`src/rtl/ym_bus_sequencer.sv`:
```
// ---------------------------------------------------------------------------
// ym_bus_sequencer
//
// Arbitrates PSG register accesses from two requesters and turns each granted
// access into the BDIR/BC phase sequence a ym2149 needs. There are two chips
// (a TurboSound pair). A full access runs ADDR, GAP1, XFER, GAP2, DONE. A read
// leaves XFER straight for DONE, because chip DO is combinational and the
// GAP1 ahead of it already keeps BDIR low between pulses.
//
// Optional feature: define YM_ADDR_CACHE_EN to add a per-chip address shadow.
// When the shadow is valid and matches the requested register, the access
// skips ADDR and GAP1 and goes IDLE -> XFER. With the macro undefined, every
// access runs the full sequence.
//
// Parameters:
//   PHASE_CYC   CLK cycles per bus phase (ADDR, GAP1, XFER, GAP2), 1..15
//
// Ports:
//   CLK, RESET_N         clock, synchronous active-low reset
//   Rn_REQ               request level, held until Rn_ACK   (n = 0 CPU, 1 player)
//   Rn_RNW               1 = read, 0 = write
//   Rn_CHIP              target chip
//   Rn_REG               PSG register number
//   Rn_WDATA             write data
//   Rn_ACK               one-cycle completion pulse
//   RDATA                last read result, valid from ACK
//   PSG_BDIR, PSG_BC     per-chip bus control, bit n drives chip n
//   PSG_DI               shared data bus to both chips
//   PSG0_DO, PSG1_DO     chip data outputs
//   BUSY                 high whenever the sequencer is not idle
// ---------------------------------------------------------------------------
module ym_bus_sequencer #(
    parameter int unsigned PHASE_CYC = 2
) (
    input  logic       CLK,
    input  logic       RESET_N,
    input  logic       R0_REQ,
    input  logic       R0_RNW,
    input  logic       R0_CHIP,
    input  logic [3:0] R0_REG,
    input  logic [7:0] R0_WDATA,
    output logic       R0_ACK,
    input  logic       R1_REQ,
    input  logic       R1_RNW,
    input  logic       R1_CHIP,
    input  logic [3:0] R1_REG,
    input  logic [7:0] R1_WDATA,
    output logic       R1_ACK,
    output logic [7:0] RDATA,
    output logic [1:0] PSG_BDIR,
    output logic [1:0] PSG_BC,
    output logic [7:0] PSG_DI,
    input  logic [7:0] PSG0_DO,
    input  logic [7:0] PSG1_DO,
    output logic       BUSY
);

    typedef enum logic [2:0] {
        ST_IDLE,
        ST_ADDR,
        ST_GAP1,
        ST_XFER,
        ST_GAP2,
        ST_DONE
    } state_e;

    // The counter counts down from PHASE_CYC-1, so a phase ends when it reaches zero.
    localparam logic [3:0] CNT_LOAD = 4'(PHASE_CYC - 1);

    state_e     state_q, state_d;
    logic [3:0] cnt_q, cnt_d;
    logic       rr_q, rr_d;          // requester that wins when both are pending
    logic       owner_q, owner_d;    // requester being served
    logic       chip_q, chip_d;
    logic       rnw_q, rnw_d;
    logic [3:0] reg_q, reg_d;
    logic [7:0] wdata_q, wdata_d;
    logic [1:0] bdir_q, bdir_d;
    logic [1:0] bc_q, bc_d;
    logic [7:0] di_q, di_d;
    logic [7:0] rdata_q, rdata_d;
    logic       ack0_q, ack0_d;
    logic       ack1_q, ack1_d;

    logic       phase_end;
    logic       grant_valid;
    logic       grant_id;
    logic       sel_rnw;
    logic       sel_chip;
    logic [3:0] sel_reg;
    logic [7:0] sel_wdata;
    logic       addr_hit;
    logic [1:0] chip_oh;

    assign phase_end = (cnt_q == 4'd0);

    // Round robin only matters on a tie; a lone requester is always granted.
    assign grant_valid = R0_REQ | R1_REQ;
    assign grant_id    = (R0_REQ & R1_REQ) ? rr_q : R1_REQ;
    assign sel_rnw     = grant_id ? R1_RNW   : R0_RNW;
    assign sel_chip    = grant_id ? R1_CHIP  : R0_CHIP;
    assign sel_reg     = grant_id ? R1_REG   : R0_REG;
    assign sel_wdata   = grant_id ? R1_WDATA : R0_WDATA;

`ifdef YM_ADDR_CACHE_EN
    logic [1:0][3:0] shadow_reg_q;
    logic [1:0]      shadow_vld_q;

    assign addr_hit = shadow_vld_q[sel_chip] && (shadow_reg_q[sel_chip] == sel_reg);

    // NOTE: only the valid bits need a reset; a register value is never used while its valid bit is clear.
    always_ff @(posedge CLK) begin
        if (!RESET_N) begin
            shadow_vld_q <= '0;
        end else if (state_q == ST_ADDR && phase_end) begin
            shadow_vld_q[chip_q] <= 1'b1;
            shadow_reg_q[chip_q] <= reg_q;
        end
    end
`else
    assign addr_hit = 1'b0;
`endif

    // Next state and next outputs. The bus pins are registered from the
    // next-state values, so they line up with state_q and are glitch-free.
    // NOTE: every signal gets a default before the case so no path leaves it unassigned (no latches).
    always_comb begin
        state_d = state_q;
        cnt_d   = (cnt_q != 4'd0) ? cnt_q - 4'd1 : 4'd0;
        rr_d    = rr_q;
        owner_d = owner_q;
        chip_d  = chip_q;
        rnw_d   = rnw_q;
        reg_d   = reg_q;
        wdata_d = wdata_q;

        unique case (state_q)
            ST_IDLE: begin
                if (grant_valid) begin
                    owner_d = grant_id;
                    rr_d    = ~grant_id;
                    chip_d  = sel_chip;
                    rnw_d   = sel_rnw;
                    reg_d   = sel_reg;
                    wdata_d = sel_wdata;
                    cnt_d   = CNT_LOAD;
                    state_d = addr_hit ? ST_XFER : ST_ADDR;
                end
            end
            ST_ADDR: begin
                if (phase_end) begin
                    state_d = ST_GAP1;
                    cnt_d   = CNT_LOAD;
                end
            end
            ST_GAP1: begin
                if (phase_end) begin
                    state_d = ST_XFER;
                    cnt_d   = CNT_LOAD;
                end
            end
            ST_XFER: begin
                if (phase_end) begin
                    state_d = rnw_q ? ST_DONE : ST_GAP2;
                    cnt_d   = CNT_LOAD;
                end
            end
            ST_GAP2: begin
                if (phase_end) begin
                    state_d = ST_DONE;
                end
            end
            ST_DONE: begin
                state_d = ST_IDLE;
            end
            default: begin
                state_d = ST_IDLE;
            end
        endcase

        chip_oh = chip_d ? 2'b10 : 2'b01;
        bdir_d  = 2'b00;
        bc_d    = 2'b00;
        di_d    = di_q;
        ack0_d  = 1'b0;
        ack1_d  = 1'b0;

        unique case (state_d)
            ST_ADDR: begin
                bdir_d = chip_oh;
                bc_d   = chip_oh;
                di_d   = {4'h0, reg_d};
            end
            ST_XFER: begin
                if (!rnw_d) begin
                    bdir_d = chip_oh;
                    di_d   = wdata_d;
                end
            end
            ST_DONE: begin
                ack0_d = ~owner_d;
                ack1_d = owner_d;
            end
            default: ;
        endcase

        // Read data is taken on the last XFER cycle, so it is stable when ACK rises.
        rdata_d = rdata_q;
        if (state_q == ST_XFER && phase_end && rnw_q) begin
            rdata_d = chip_q ? PSG1_DO : PSG0_DO;
        end
    end

    // NOTE: sequential state uses non-blocking assignments only, so every register samples pre-edge values.
    always_ff @(posedge CLK) begin
        if (!RESET_N) begin
            state_q <= ST_IDLE;
            cnt_q   <= 4'd0;
            rr_q    <= 1'b0;
            owner_q <= 1'b0;
            chip_q  <= 1'b0;
            rnw_q   <= 1'b0;
            reg_q   <= 4'h0;
            wdata_q <= 8'h00;
            bdir_q  <= 2'b00;
            bc_q    <= 2'b00;
            di_q    <= 8'h00;
            rdata_q <= 8'h00;
            ack0_q  <= 1'b0;
            ack1_q  <= 1'b0;
        end else begin
            state_q <= state_d;
            cnt_q   <= cnt_d;
            rr_q    <= rr_d;
            owner_q <= owner_d;
            chip_q  <= chip_d;
            rnw_q   <= rnw_d;
            reg_q   <= reg_d;
            wdata_q <= wdata_d;
            bdir_q  <= bdir_d;
            bc_q    <= bc_d;
            di_q    <= di_d;
            rdata_q <= rdata_d;
            ack0_q  <= ack0_d;
            ack1_q  <= ack1_d;
        end
    end

    assign R0_ACK   = ack0_q;
    assign R1_ACK   = ack1_q;
    assign RDATA    = rdata_q;
    assign PSG_BDIR = bdir_q;
    assign PSG_BC   = bc_q;
    assign PSG_DI   = di_q;
    assign BUSY     = (state_q != ST_IDLE);

endmodule

```
`config.mk`:
```
export PLATFORM = sky130hd
export DESIGN_NAME = ym_bus_sequencer
export DESIGN_NICKNAME = d
export VERILOG_FILES = /design/src/rtl/ym_bus_sequencer.sv
export SDC_FILE = /design/constraint.sdc
export NUM_CORES = 1
export LEC_CHECK = 0
export BUFFER_PORTS_ARGS = -buffer_cell sky130_fd_sc_hd__buf_2
export CAP_MARGIN = 20
export CORE_MARGIN = 2
export CORE_UTILIZATION = 45
export DETAILED_ROUTE_END_ITERATION = 8
export PLACE_DENSITY = 0.76
export SYNTH_ARGS = -nofsm -noshare
export SYNTH_HDL_FRONTEND = slang
export SYNTH_SLANG_ARGS = --single-unit
```
`constraint.sdc`:
```
create_clock -name CLK -period 2.9 [get_ports CLK]
set_clock_uncertainty 0.1 [all_clocks]
set_input_delay 0.145 -clock CLK [delete_from_list [all_inputs] [get_ports CLK]]
set_output_delay 0.145 -clock CLK [all_outputs]
set_load 0.01 [all_outputs]
```
=== After elaboration in Yosys (flattened, before gate mapping) ===
Index checks and enable logic that the tools add are counted.

* Add/sub/neg operators: 1
* Equality and inequality tests: 8
* Mux-type cells: 32
* Bitwise logic cells: 4
* Reduce and logical (&&, ||, !) cells: 12

{| class="wikitable"
|+ Operators with widths
! operator !! number
|-
| $mux W8 || 5
|-
| $mux W4 || 6
|-
| $pmux W8 S2 || 1
|-
| $mux W3 || 5
|-
| $pmux W3 S5 || 1
|-
| $mux W1 || 10
|-
| $eq A3 B2 Y1 const B || 3
|-
| $pmux W4 S2 || 1
|-
| $reduce_and A2 Y1 || 4
|-
| $eq A3 B1 Y1 const B || 2
|-
| $eq A3 B3 Y1 const B || 2
|-
| $logic_not A4 Y1 || 1
|-
| $mux W2 || 2
|-
| $pmux W2 S2 || 1
|-
| $reduce_bool A4 Y1 || 1
|-
| $sub A4 B1 Y4 const B || 1
|-
| $logic_not A3 Y1 || 1
|-
| $reduce_bool A3 Y1 || 1
|-
| $reduce_or A3 Y1 || 1
|-
| $logic_and A1 B1 Y1 || 2
|-
| $ne A2 B2 Y1 const B || 1
|-
| $not A1 Y1 || 2
|-
| $reduce_bool A2 Y1 || 1
|-
| $and A1 B1 Y1 || 1
|-
| $or A1 B1 Y1 || 1
|}

* Flip-flop bits (word level): 45
* Bits of input ports: 48

=== Logic depth before layout (Yosys ltp) ===
Gate-level depths: netlist of run 1.

* Depth in word-level cells: 8
* Depth in mapped cells: 9
* Depth with buffers taken out: 7

=== Least setup slack after synthesis of run 1 ===
OpenSTA, ideal clock, no wires.

* Path type: register to register
* Start: reg cnt_q[0]
* End: reg di_q[0] (netlist: PSG_DI[0])
* Library setup time: 0.074 ns
* Arrival time: 1.801 ns
* Required time: 2.726 ns
* Setup slack: 0.924 ns
* Cell stages (with the launch flop): 9
* Path buffers: 1
* Cells stage by stage: dfxtp_1 > inv_1 > ha_1 > nor3b_4 > a2111oi_2 > a311o_1 > buf_2 > o21ai_0 > a31oi_1

* Longest elaborated chain between the ends: 6
* Elaborated cells on any way between the ends: 12
* Those cells by class: 3 x eq/ne; 6 x mux; 3 x reduce/logical

{| class="wikitable"
|+ Ends and longest elaborated chain
! item !! RTL line !! text
|-
| start, declared || 71 || <nowiki>logic [3:0] cnt_q, cnt_d;</nowiki>
|-
| start signal, assigned || 233 || <nowiki>cnt_q <= cnt_d;</nowiki>
|-
| $logic_not A4 Y1 (*) || 95 || <nowiki>assign phase_end = (cnt_q == 4'd0);</nowiki>
|-
| $mux W3, on equally long branches || -- ||
|-
| $pmux W3 S5 (*) || 137 || <nowiki>unique case (state_q)</nowiki>
|-
| $eq A3 B2 Y1 or $eq A3 B1 Y1 (tied branches) || 188 || <nowiki>unique case (state_d)</nowiki>
|-
| $ne A2 B2 Y1 (no line) or $reduce_bool A2 Y1 (tied branches) || -- ||
|-
| $reduce_and A2 Y1 (no line) || -- ||
|-
| end signal, assigned || 242 || <nowiki>di_q <= di_d;</nowiki>
|-
| end, declared || 80 || <nowiki>logic [7:0] di_q, di_d;</nowiki>
|}

Every way passes the cells marked *; elsewhere a longest branch is shown, timed or not.
A chain may end at the register's enable or synchronous reset.

=== Worst setup path in the final report of run 1 ===
* Start: reg cnt_q[0]
* End: reg di_q[3] (netlist: PSG_DI[3])

Same word-level chain as after synthesis.

==> impl_results.md, run 1 <==
- Clk sink count: 45
- Total iterations of the first detailed-routing run: 4
- Core area: 4350 um^2
- Die Y: around 71 um
- R2r setup slk: ~0.48 ns
- Max Clock Freq: 413 MHz
- Final Instance Area: between 2000 and 2500 um^2
- H-tree levels: 2
- Busiest grt layer: met2
- Row count: 24
- Worst-Skew Late Latency: 0.30 ns
- Dpl hpwl: between 3000 and 4000 um
- Fill cell count: 404
- Synth cell types: 43
- Hold_sp: R0_RNW
- Worst min path class: primary input to register
- Share of post-route cells with drive strength above 1: 0.301
- Setup Viol. Count Final: 0
- Final Routed Wirelength: 4710 um
- Resized cells post-CTS: 0
- Cell area power density: 1020 nW/um^2
- Worst EP required: 2.99 ns
- CTS Root Cell: clkbuf_8
- Worst rel slew slack: 0.476
- Post-synthesis share of cell area spent on and, or, nand and nor gates: 0.202
- CTS tree: built
- Die W: between 70 and 80 um
- Clock buffer count from CTS: 5
- Area grow syn2layout: 22.6%
- Post-route ant nets: 0
- Synthesized net count: approximately 280
- 1st-iter DRT viols: between 80 and 90
- Most common cell after layout, fill and taps aside: buf_2
- Post-synthesis compound-gate area fraction: 0.217
- CP max stage cell: a2111oi_2
- Hold EP: rnw_q$_SDFF_PN0_
- Mapped Area: 2020 um^2
- First-pass GRT wire length: between 7000 and 8000 um
- Yosys warning total: 0
- Final nets: approximately 340
- Antenna Diode Count: 0
- Ports: between 70 and 80
- Cell leakage power: ~1.1 nW
- Number of cells on the worst reg-to-reg path: 7
- Worst EP arrival: between 2 and 3 ns
- Post-Synth Adder-Cell Area: 0.0124
- Final period utilization: 0.835
- Area taken by multi-input logic gates: just over 1000 um^2
- Mapped Avg Cell Area: between 8 and 9 um^2
- CTS Hold Bufs: 0
- Avg Vias per Cell: around 5.4
- GR Util met1: 0.252
- Critical path capture point type: register
- Post-layout min period: 2.42 ns
- DP Area: 2380 um^2
- Congestion Overflow GR: 0
- Cells along the critical path: inv_1 > ha_1 > nor3b_4 > a2111oi_2 > a311o_1 > o31ai_1 > o221a_2
- GPL Wtd Cong: ~0.8
- Seq/Total Area, Yosys: 0.445
- Max Buffers Root-to-Sink: 2
- Crit path buffers/inverters: 1
- Worst reg2reg path startpoint: cnt_q[0]$_SDFF_PN0_
- DR DRC count: 0
- Port bufs: 70
- Outcome: completed
- Mapped Cells: between 200 and 250
- Register area: around 900 um^2
- MaxCap Viol Count: 0
- CP Launch Type: register
- Setup Buffers After CTS: 0
- XOR/XNOR Fraction of Synth Area: 0.0173
- Clock slew at reported path FFs: 0.09 ns
- Seq cells post-synth: 45
- Setup TNS: 0 ns
- RSZ-0062 raised after global routing: false
- Largest net degree at the start of global routing: 28
- Worst Hold Depth: 3
- Crit Reg-Reg Endpoint: PSG_DI[3]$_SDFFE_PN0P_
- Crit-path max cell delay: approximately 0.54 ns
- Met3 GRT Util: 0.0513
- VDD IR max: approximately 0.52 mV
- Worst slew pin tran: slightly below 0.8 ns
- Max-slew violations: 0
- Main combinational cell family by area after synthesis: compound AO/OA/AOI/OAI gates
- Layout Utilization: 0.570
- Via count: 1851
- Mux contribution to synthesized area: 0.0544
- Final Hold Viols: 0
- All-layer global routing usage: 0.192
- Most frequent cells in the layout: buf_2 (70), dfxtp_1 (45), nor2_1 (29)
- Crit Path Max Fanout: 12
- Vias in the first global route: about 1700
- Die Area: slightly above 5000 um^2
- Delay-heaviest family, CP: compound AO/OA/AOI/OAI gates
- Starting Density: 0.465
- Wire per inst: roughly 14 um
- CP Class: register to register
- Antenna violations before repair: 0
- GR Util met2: 0.314
[sequential cells by signal (all words and copies together) (netlist names)]
name      flops
state_q       3
R1_ACK        1
R0_ACK        1
PSG_BC        2
rnw_q         1
wdata_q       8
PSG_DI        8
reg_q         4
owner_q       1
chip_q        1
PSG_BDIR      2
RDATA         8
cnt_q         4
rr_q          1
[how the worst max path moves through the flow]
| stage | startpoint | end | slack [ns] | cells past startpoint |
|---|---|---|---|---|
| after floorplan | cnt_q[0]$_SDFF_PN0_ | PSG_DI[0]$_SDFFE_PN0P_ | 0.92 | 8 |
| after global placement | cnt_q[0]$_SDFF_PN0_ | PSG_DI[3]$_SDFFE_PN0P_ | 0.62 | 7 |
| after detailed placement | cnt_q[0]$_SDFF_PN0_ | PSG_DI[3]$_SDFFE_PN0P_ | 0.49 | 7 |
| after CTS | cnt_q[0]$_SDFF_PN0_ | PSG_DI[3]$_SDFFE_PN0P_ | 0.48 | 7 |
| after global routing | cnt_q[0]$_SDFF_PN0_ | PSG_DI[3]$_SDFFE_PN0P_ | 0.28 | 7 |
| final | cnt_q[0]$_SDFF_PN0_ | PSG_DI[3]$_SDFFE_PN0P_ | 0.48 | 7 |
[tightest hold or removal path, delay by kind of cell]
kind / cells / cell delay (ns)
AND/OR/NAND/NOR: 1 / 0.06
buffers and inverters: 1 / 0.09
AO/OA/AOI/OAI: 1 / 0.08
[power by group]
group          switching (mW)  internal (mW)  leakage, nW
clock network           0.207          0.215       0.0542
registers               0.129          0.796        0.369
logic                   0.677          0.508        0.673
[metal layers]
metal / up-vias / routed length, um
met5: - / 0
met4: 0 / 50
met3: 5 / 330
met2: 56 / 2230
met1: 846 / 2090
li1: 944 / -
[logic make-up (layout without fill, tap and decap cells)]
logic type,count (synthesis),after routing
compound gates,59,59
flops,45,45
mux,11,11
xor+xnor,4,4
simple gates,83,83
buf+inv,25,88
fa+ha+maj,2,2
[Yosys cell counts (all sizes together)]
master,instances,share of area
and2,7,0.022
inv,7,0.013
a211o,3,0.013
nand2b,1,0.0031
nand2,12,0.022
nor3b,3,0.017
a22oi,1,0.0037
a21bo,1,0.0049
o22ai,4,0.012
a21oi,9,0.022
o21ai,8,0.020
a31oi,5,0.015
o31ai,1,0.0037
nor2,29,0.054
or3,3,0.0093
dfxtp,45,0.44
a21boi,1,0.0037
o32ai,4,0.017
a311oi,2,0.017
clkbuf,9,0.018
nand3,9,0.022
nor2b,3,0.0093
a2111oi,1,0.0074
o21a,1,0.0037
a2bb2oi,4,0.017
clkinv,1,0.0019
a311o,1,0.0049
or2,1,0.0031
or3b,1,0.0043
mux2i,11,0.054
o221a,1,0.0056
a211oi,12,0.045
and3,2,0.0068
ha,2,0.012
xnor2,4,0.017
nor3,12,0.030
buf,8,0.019
[layout make-up]
class	instances	share of cell area
Inverter	8	0.0121
Multi-Input combinational cell	159	0.410
Sequential cell	45	0.363
Clock buffer	7	0.0388
Timing Repair Buffer	72	0.147
Clock inverter	1	0.00202
Tap cell	52	0.0262
[metrics by stage]
stage | cells | total power [mW] | hold slack [ns] | setup slack [ns]
global route | 344 | 2.72 | 0.0702 | 0.278
global placement | 336 | 2.08 | 0.337 | 0.620
finish | 344 | 2.53 | 0.0233 | 0.479
CTS | 344 | 2.54 | 0.0247 | 0.476
detailed placement | 336 | 2.12 | 0.346 | 0.486
floorplan | 229 | 1.85 | 0.201 | 0.924
Note: power is estimated with default switching activity, not from simulation.
==> inputs of run 2 (changes only) <==
ABC_AREA = 1   (was unset)
PLACE_DENSITY = 0.78   (was 0.76)
clock period = 2.1 ns   (was 2.9 ns; I/O delays follow)
==> impl_results.md, run 2 <==
- Outcome: completed
- Clk sink count: between 40 and 50
- Crit Path Max Fanout: 8
- Mapped Avg Cell Area: ~7.2 um^2
- Crit Reg-Reg Endpoint: PSG_DI[6]$_SDFFE_PN0P_
- Antenna violations before repair: 0
- Worst-Skew Late Latency: around 0.30 ns
- Main combinational cell family by area after synthesis: simple AND/OR/NAND/NOR gates
- All-layer global routing usage: 0.192
- GPL Wtd Cong: slightly above 0.8
- Via count: about 2100
- Max Buffers Root-to-Sink: 2
- Final period utilization: 0.928
- R2r setup slk: about 0.15 ns
- Starting Density: 0.465
- Leading cell type by number of instances after synthesis: nand2_1
- Post-synthesis compound-gate area fraction: 0.107
- Worst min path class: primary input to register
- XOR/XNOR Fraction of Synth Area: 0.00797
- Antenna Diode Count: 0
- Wire per inst: between 10 and 15 um
- Die Y: roughly 74 um
- Total iterations of the first detailed-routing run: 4
- Congestion Overflow GR: 0
- Cell leakage power: ~1.4 nW
- Row count: 25
- Worst rel slew slack: 0.752
- Worst EP arrival: approximately 2.1 ns
- Primary FF master, synth: dfxtp_1
- Worst EP required: 2.25 ns
- Most frequent cells in the layout: buf_2 (70), nand2_1 (69), nor2_1 (47)
- Worst reg2reg path startpoint: cnt_q[1]$_SDFF_PN0_
- Setup Viol. Count Final: 0
- Setup TNS: 0 ns
- CTS Hold Bufs: 0
- Pwr Total: 3.93 mW
- Post-route ant nets: 0
- Top cells by count, synth: nand2_1 (69), nor2_1 (47), dfxtp_1 (45), inv_1 (26), nand3_1 (22)
- Final Hold Viols: 0
- Port bufs: 70
- DR DRC count: 0
- MaxCap Viol Count: 0
- CP Class: register to register
- Yosys warning total: 0
- Mapped Area: around 2200 um^2
- H-tree levels: 2
- Worst Hold Depth: 3
- Seq/Total Area, Yosys: 0.410
- Largest cells by area after synthesis: dfxtp_1 (41%), nand2_1 (12%), nor2_1 (8.0%)
- RSZ-0062 raised after global routing: false
- VDD IR max: approximately 0.75 mV
- Number of enable flip-flop cells after synthesis: 0
- Post-synth top area share: 0.410
- Number of cells on the worst reg-to-reg path: 13
- Post-Synth Adder-Cell Area: 0.0114
- Layout Utilization: 0.586
- Synth cell types: 33
- Cell area power density: about 1400 nW/um^2
- Avg Vias per Cell: between 4 and 5
- Area grow syn2layout: 25.9%
- Post-layout min period: 1.95 ns
- CP Launch Type: register
- Critical path capture point type: register
- First-pass GRT wire length: 8050 um
- Worst slew pin tran: between 0.3 and 0.4 ns
- Synth area leader: dfxtp_1
- Post-synth ARST share: 0
- Clock buffer count from CTS: 5
- Core area: ~4700 um^2
- Hold_sp: RESET_N
- Post-synthesis share of cell area spent on and, or, nand and nor gates: 0.339
- Vias in the first global route: a little under 2000
- Die Area: around 5500 um^2
- Mapped Cells: 306
- Mux contribution to synthesized area: 0.0410
- CTS tree: built
- 1st-iter DRT viols: roughly 120
- Most common cell after layout, fill and taps aside: buf_2
- Largest net degree at the start of global routing: 15
- Clock slew at reported path FFs: ~0.09 ns
- Seq cells post-synth: between 40 and 50
- Hold EP: PSG_DI[1]$_SDFFE_PN0P_
- Die W: about 74 um
- Max-slew violations: 0
- Share of post-route cells with drive strength above 1: 0.315
- Final Routed Wirelength: 4820 um
- Synthesized net count: 356
- Final nets: 430
- Dpl hpwl: roughly 3700 um
- Max Clock Freq: ~500 MHz
- Ports: 71
- CTS Root Cell: clkbuf_8
[run 2: kinds of logic (layout without fill, tap and decap cells)]
family                   after synthesis  in the layout
multiplexers                           8              8
XOR/XNOR                               2              2
adder cells (fa/ha/maj)                2              2
buffers and inverters                 45            120
flip-flops                            45             45
AO/OA/AOI/OAI                         42             42
AND/OR/NAND/NOR                      162            162
[run 2: metrics by stage]
| stage | cells | hold slack, ns | cell area (um^2) | worst slack (ns) |
|---|---|---|---|---|
| CTS | 448 | 0.0175 | 2760 | 0.164 |
| finish | 448 | 0.0177 | 2770 | 0.151 |
| global placement | 440 | 0.338 | 2640 | 0.237 |
| detailed placement | 440 | 0.343 | 2640 | 0.219 |
| global route | 448 | 0.0230 | 2770 | 0.0211 |
| floorplan | 306 | 0.237 | 2200 | 0.434 |
[run 2: report_power, final]
group	internal (mW)	total, mW	leakage [nW]	switching (mW)
sequential	1.08	1.21	0.369	0.130
clock	0.387	0.687	0.0574	0.300
combinational	0.754	2.03	0.944	1.27
[run 2: metal layers]
layer  share of wire  track usage  wire, um
met1            0.45        0.222      2160
met2            0.49        0.336      2350
met3           0.049       0.0480       238
met4           0.013       0.0727        65
met5               0            0         0
[run 2: how the worst max path moves through the flow]
stage / start / end / cells past startpoint
final: cnt_q[1]$_SDFF_PN0_ / PSG_DI[6]$_SDFFE_PN0P_ / 13
after global routing: cnt_q[0]$_SDFF_PN0_ / PSG_DI[7]$_SDFFE_PN0P_ / 13
after CTS: cnt_q[1]$_SDFF_PN0_ / PSG_DI[6]$_SDFFE_PN0P_ / 13
after detailed placement: cnt_q[0]$_SDFF_PN0_ / PSG_DI[7]$_SDFFE_PN0P_ / 13
after global placement: state_q[2]$_SDFF_PN0_ / PSG_DI[4]$_SDFFE_PN0P_ / 10
after floorplan: cnt_q[0]$_SDFF_PN0_ / PSG_DI[4]$_SDFFE_PN0P_ / 11
[run 2: layout make-up]
class / instances / area [um^2]
Tap cell: 67 / 83.8
Multi-Input combinational cell: 216 / 1120
Sequential cell: 45 / 901
Fill cell: 447 / 1960
Inverter: 33 / 124
Timing Repair Buffer: 79 / 418
Clock buffer: 6 / 82.6
Clock inverter: 2 / 37.5
[run 2: timing repair]
item                                    CTS  global route
setup buffers                             0             0
endpoints found under the setup margin    0             1
gates resized for setup                   0             1
hold endpoints to repair                  0             0
[run 2: worst max-delay path, cell delays in order, from the launching register on]
cell	delay (ns)
dfxtp_1	0.33
inv_1	0.09
ha_1	0.21
nand2_1	0.07
nor2_1	0.18
nand2_1	0.08
nand2_1	0.11
nor2_4	0.05
nand2_4	0.10
nand3_2	0.15
buf_4	0.20
nand3b_1	0.08
nand2_1	0.05
nor2_1	0.09
==> inputs of run 3 (changes only) <==
PLACE_DENSITY = 0.75   (was 0.78)
REMOVE_ABC_BUFFERS = 1   (was unset)
clock period = 1.99 ns   (was 2.1 ns; I/O delays follow)
==> impl_results.md, run 3 (synthesis gave the netlist of run 2 again) <==
- Row count: 25
- Final Hold Viols: 0
- Setup TNS: 0 ns
- Outcome: completed
- Hold_sp: RESET_N
- Die Area: 5460 um^2
- Hold EP: PSG_DI[1]$_SDFFE_PN0P_
- Flop pwr share: 0.302
- Pwr Total: 4.26 mW
- Final Instance Area: between 2000 and 3000 um^2
- Post-route ant nets: 0
- First-pass GRT wire length: 7890 um
- R2r setup slk: around 0.11 ns
- Switch Pwr: between 1.5 and 2 mW
- Clock buffer count from CTS: 5
- Area grow syn2layout: 26.2%
- Pint: roughly 2.4 mW
- Cell leakage power: roughly 1.4 nW
- All-layer global routing usage: 0.188
- Final period utilization: 0.943
- 1st-iter DRT viols: 99
- Worst Hold Depth: 3
- Clock slew at reported path FFs: 0.09 ns
- CTS Root Cell: clkbuf_8
- Worst-Skew Late Latency: slightly above 0.3 ns
- Net Sw Frac: 0.437
- CP Class: register to register
- Share of post-route cells with drive strength above 1: 0.318
- Clk pwr share: 0.172
- Worst EP arrival: a little under 2 ns
- Max Clock Freq: about 530 MHz
- Setup ws final: approximately 0.11 ns
- Port bufs: 70
- Vias in the first global route: 1855
- DP Area: 2630 um^2
- Comb pwr share: 0.526
- MaxCap Viol Count: 0
- Dpl hpwl: approximately 3700 um
- H-tree levels: 2
- GPL Wtd Cong: between 0.9 and 1
- Crit Path Max Fanout: 9
- Die Y: 73.9 um
- Final Routed Wirelength: 5020 um
- Setup Viol. Count Final: 0
- Largest net degree at the start of global routing: 18
- Worst min path class: primary input to register
- Cell area power density: around 1500 nW/um^2
- Antenna Diode Count: 0
- Pre-CTS setup slack: 0.126 ns
- Ports: 71
- Critical path capture point type: register
- Max-slew violations: 0
- WHS: approximately 0.006 ns
- Congestion Overflow GR: 0
- Starting Density: 0.465
- Most frequent cells in the layout: buf_2 (70), nand2_1 (69), nor2_1 (46)
- Final nets: 429
- Worst EP required: 2.10 ns
- Worst rel slew slack: 0.647
- Worst reg2reg path startpoint: cnt_q[0]$_SDFF_PN0_
- Core area: 4720 um^2
- Wire per inst: 11.2 um
- Avg Vias per Cell: around 4.8
- Number of cells on the worst reg-to-reg path: 11
- Worst slew pin tran: 0.528 ns
- Crit Reg-Reg Endpoint: PSG_DI[6]$_SDFFE_PN0P_
- CTS tree: built
- Post-layout min period: 1.88 ns
- Total iterations of the first detailed-routing run: 4
- VDD IR max: between 0.7 and 0.8 mV
- Die W: ~74 um
- Clk sink count: 45
- Via count: 2131
- Most common cell after layout, fill and taps aside: buf_2
- CP Launch Type: register
- Max Buffers Root-to-Sink: 2
- DR DRC count: 0
- Antenna violations before repair: 0
run 3: worst max-delay path, stage by stage, from the launching register on:
cell and delay, ns:
dfxtp_1 0.33, inv_1 0.09, ha_2 0.21, nand2_2 0.13, o21ai_2 0.17, nand2_1 0.11
nor2_4 0.17, nand3_4 0.14, nand2_2 0.11, inv_2 0.08, nor2_1 0.09, nor2_1 0.05
run 3: worst max path at each step:
| stage | endpoint | slack (ns) | startpoint |
|---|---|---|---|
| finish | PSG_DI[6]$_SDFFE_PN0P_ | 0.11 | cnt_q[0]$_SDFF_PN0_ |
| CTS | PSG_DI[6]$_SDFFE_PN0P_ | 0.1 | cnt_q[0]$_SDFF_PN0_ |
| global route | PSG_DI[4]$_SDFFE_PN0P_ | -0.01 | cnt_q[0]$_SDFF_PN0_ |
| detailed placement | PSG_DI[6]$_SDFFE_PN0P_ | 0.13 | cnt_q[0]$_SDFF_PN0_ |
| floorplan | PSG_DI[4]$_SDFFE_PN0P_ | 0.11 | state_q[1]$_SDFF_PN0_ |
| global placement | PSG_DI[5]$_SDFFE_PN0P_ | 0.18 | cnt_q[0]$_SDFF_PN0_ |
run 3: per-layer routing:
layer / GRT usage / share of wire / vias up
li1: - / - / 1114
met1: 0.225 / 0.45 / 947
met2: 0.327 / 0.48 / 61
met3: 0.0508 / 0.057 / 9
met4: 0.0545 / 0.015 / 0
met5: 0 / 0 / -
run 3: area by class of cell:
cell class                 instances  area [um^2]
fill                             440         1950
multi-input combinational        216         1130
sequential                        45          901
timing repair buffer              78          410
inverter                          33          126
tap                               67         83.8
clock buffer                       6         82.6
clock inverter                     2         37.5
run 3: repair_timing:
item,4_1_cts,5_1_grt
gates resized for setup,0,5
setup buffers,0,1
setup endpoints to repair,0,6
hold buffers,0,0
run 3: stage by stage:
step                cells   util
global placement      438  0.556
finish                447  0.588
global route          447  0.588
floorplan             294      -
detailed placement    438  0.556
CTS                   446  0.581
run 3: power groups by stage:
stage / Combinational (mW) / Clock, mW / Sequential [mW]
2_1_floorplan: 1.54 / 0 / 1.32
3_3_place_gp: 2.08 / 0 / 1.30
3_5_place_dp: 2.13 / 0 / 1.30
4_1_cts: 2.15 / 0.731 / 1.28
5_1_grt: 2.52 / 0.770 / 1.31
6_report: 2.24 / 0.732 / 1.28
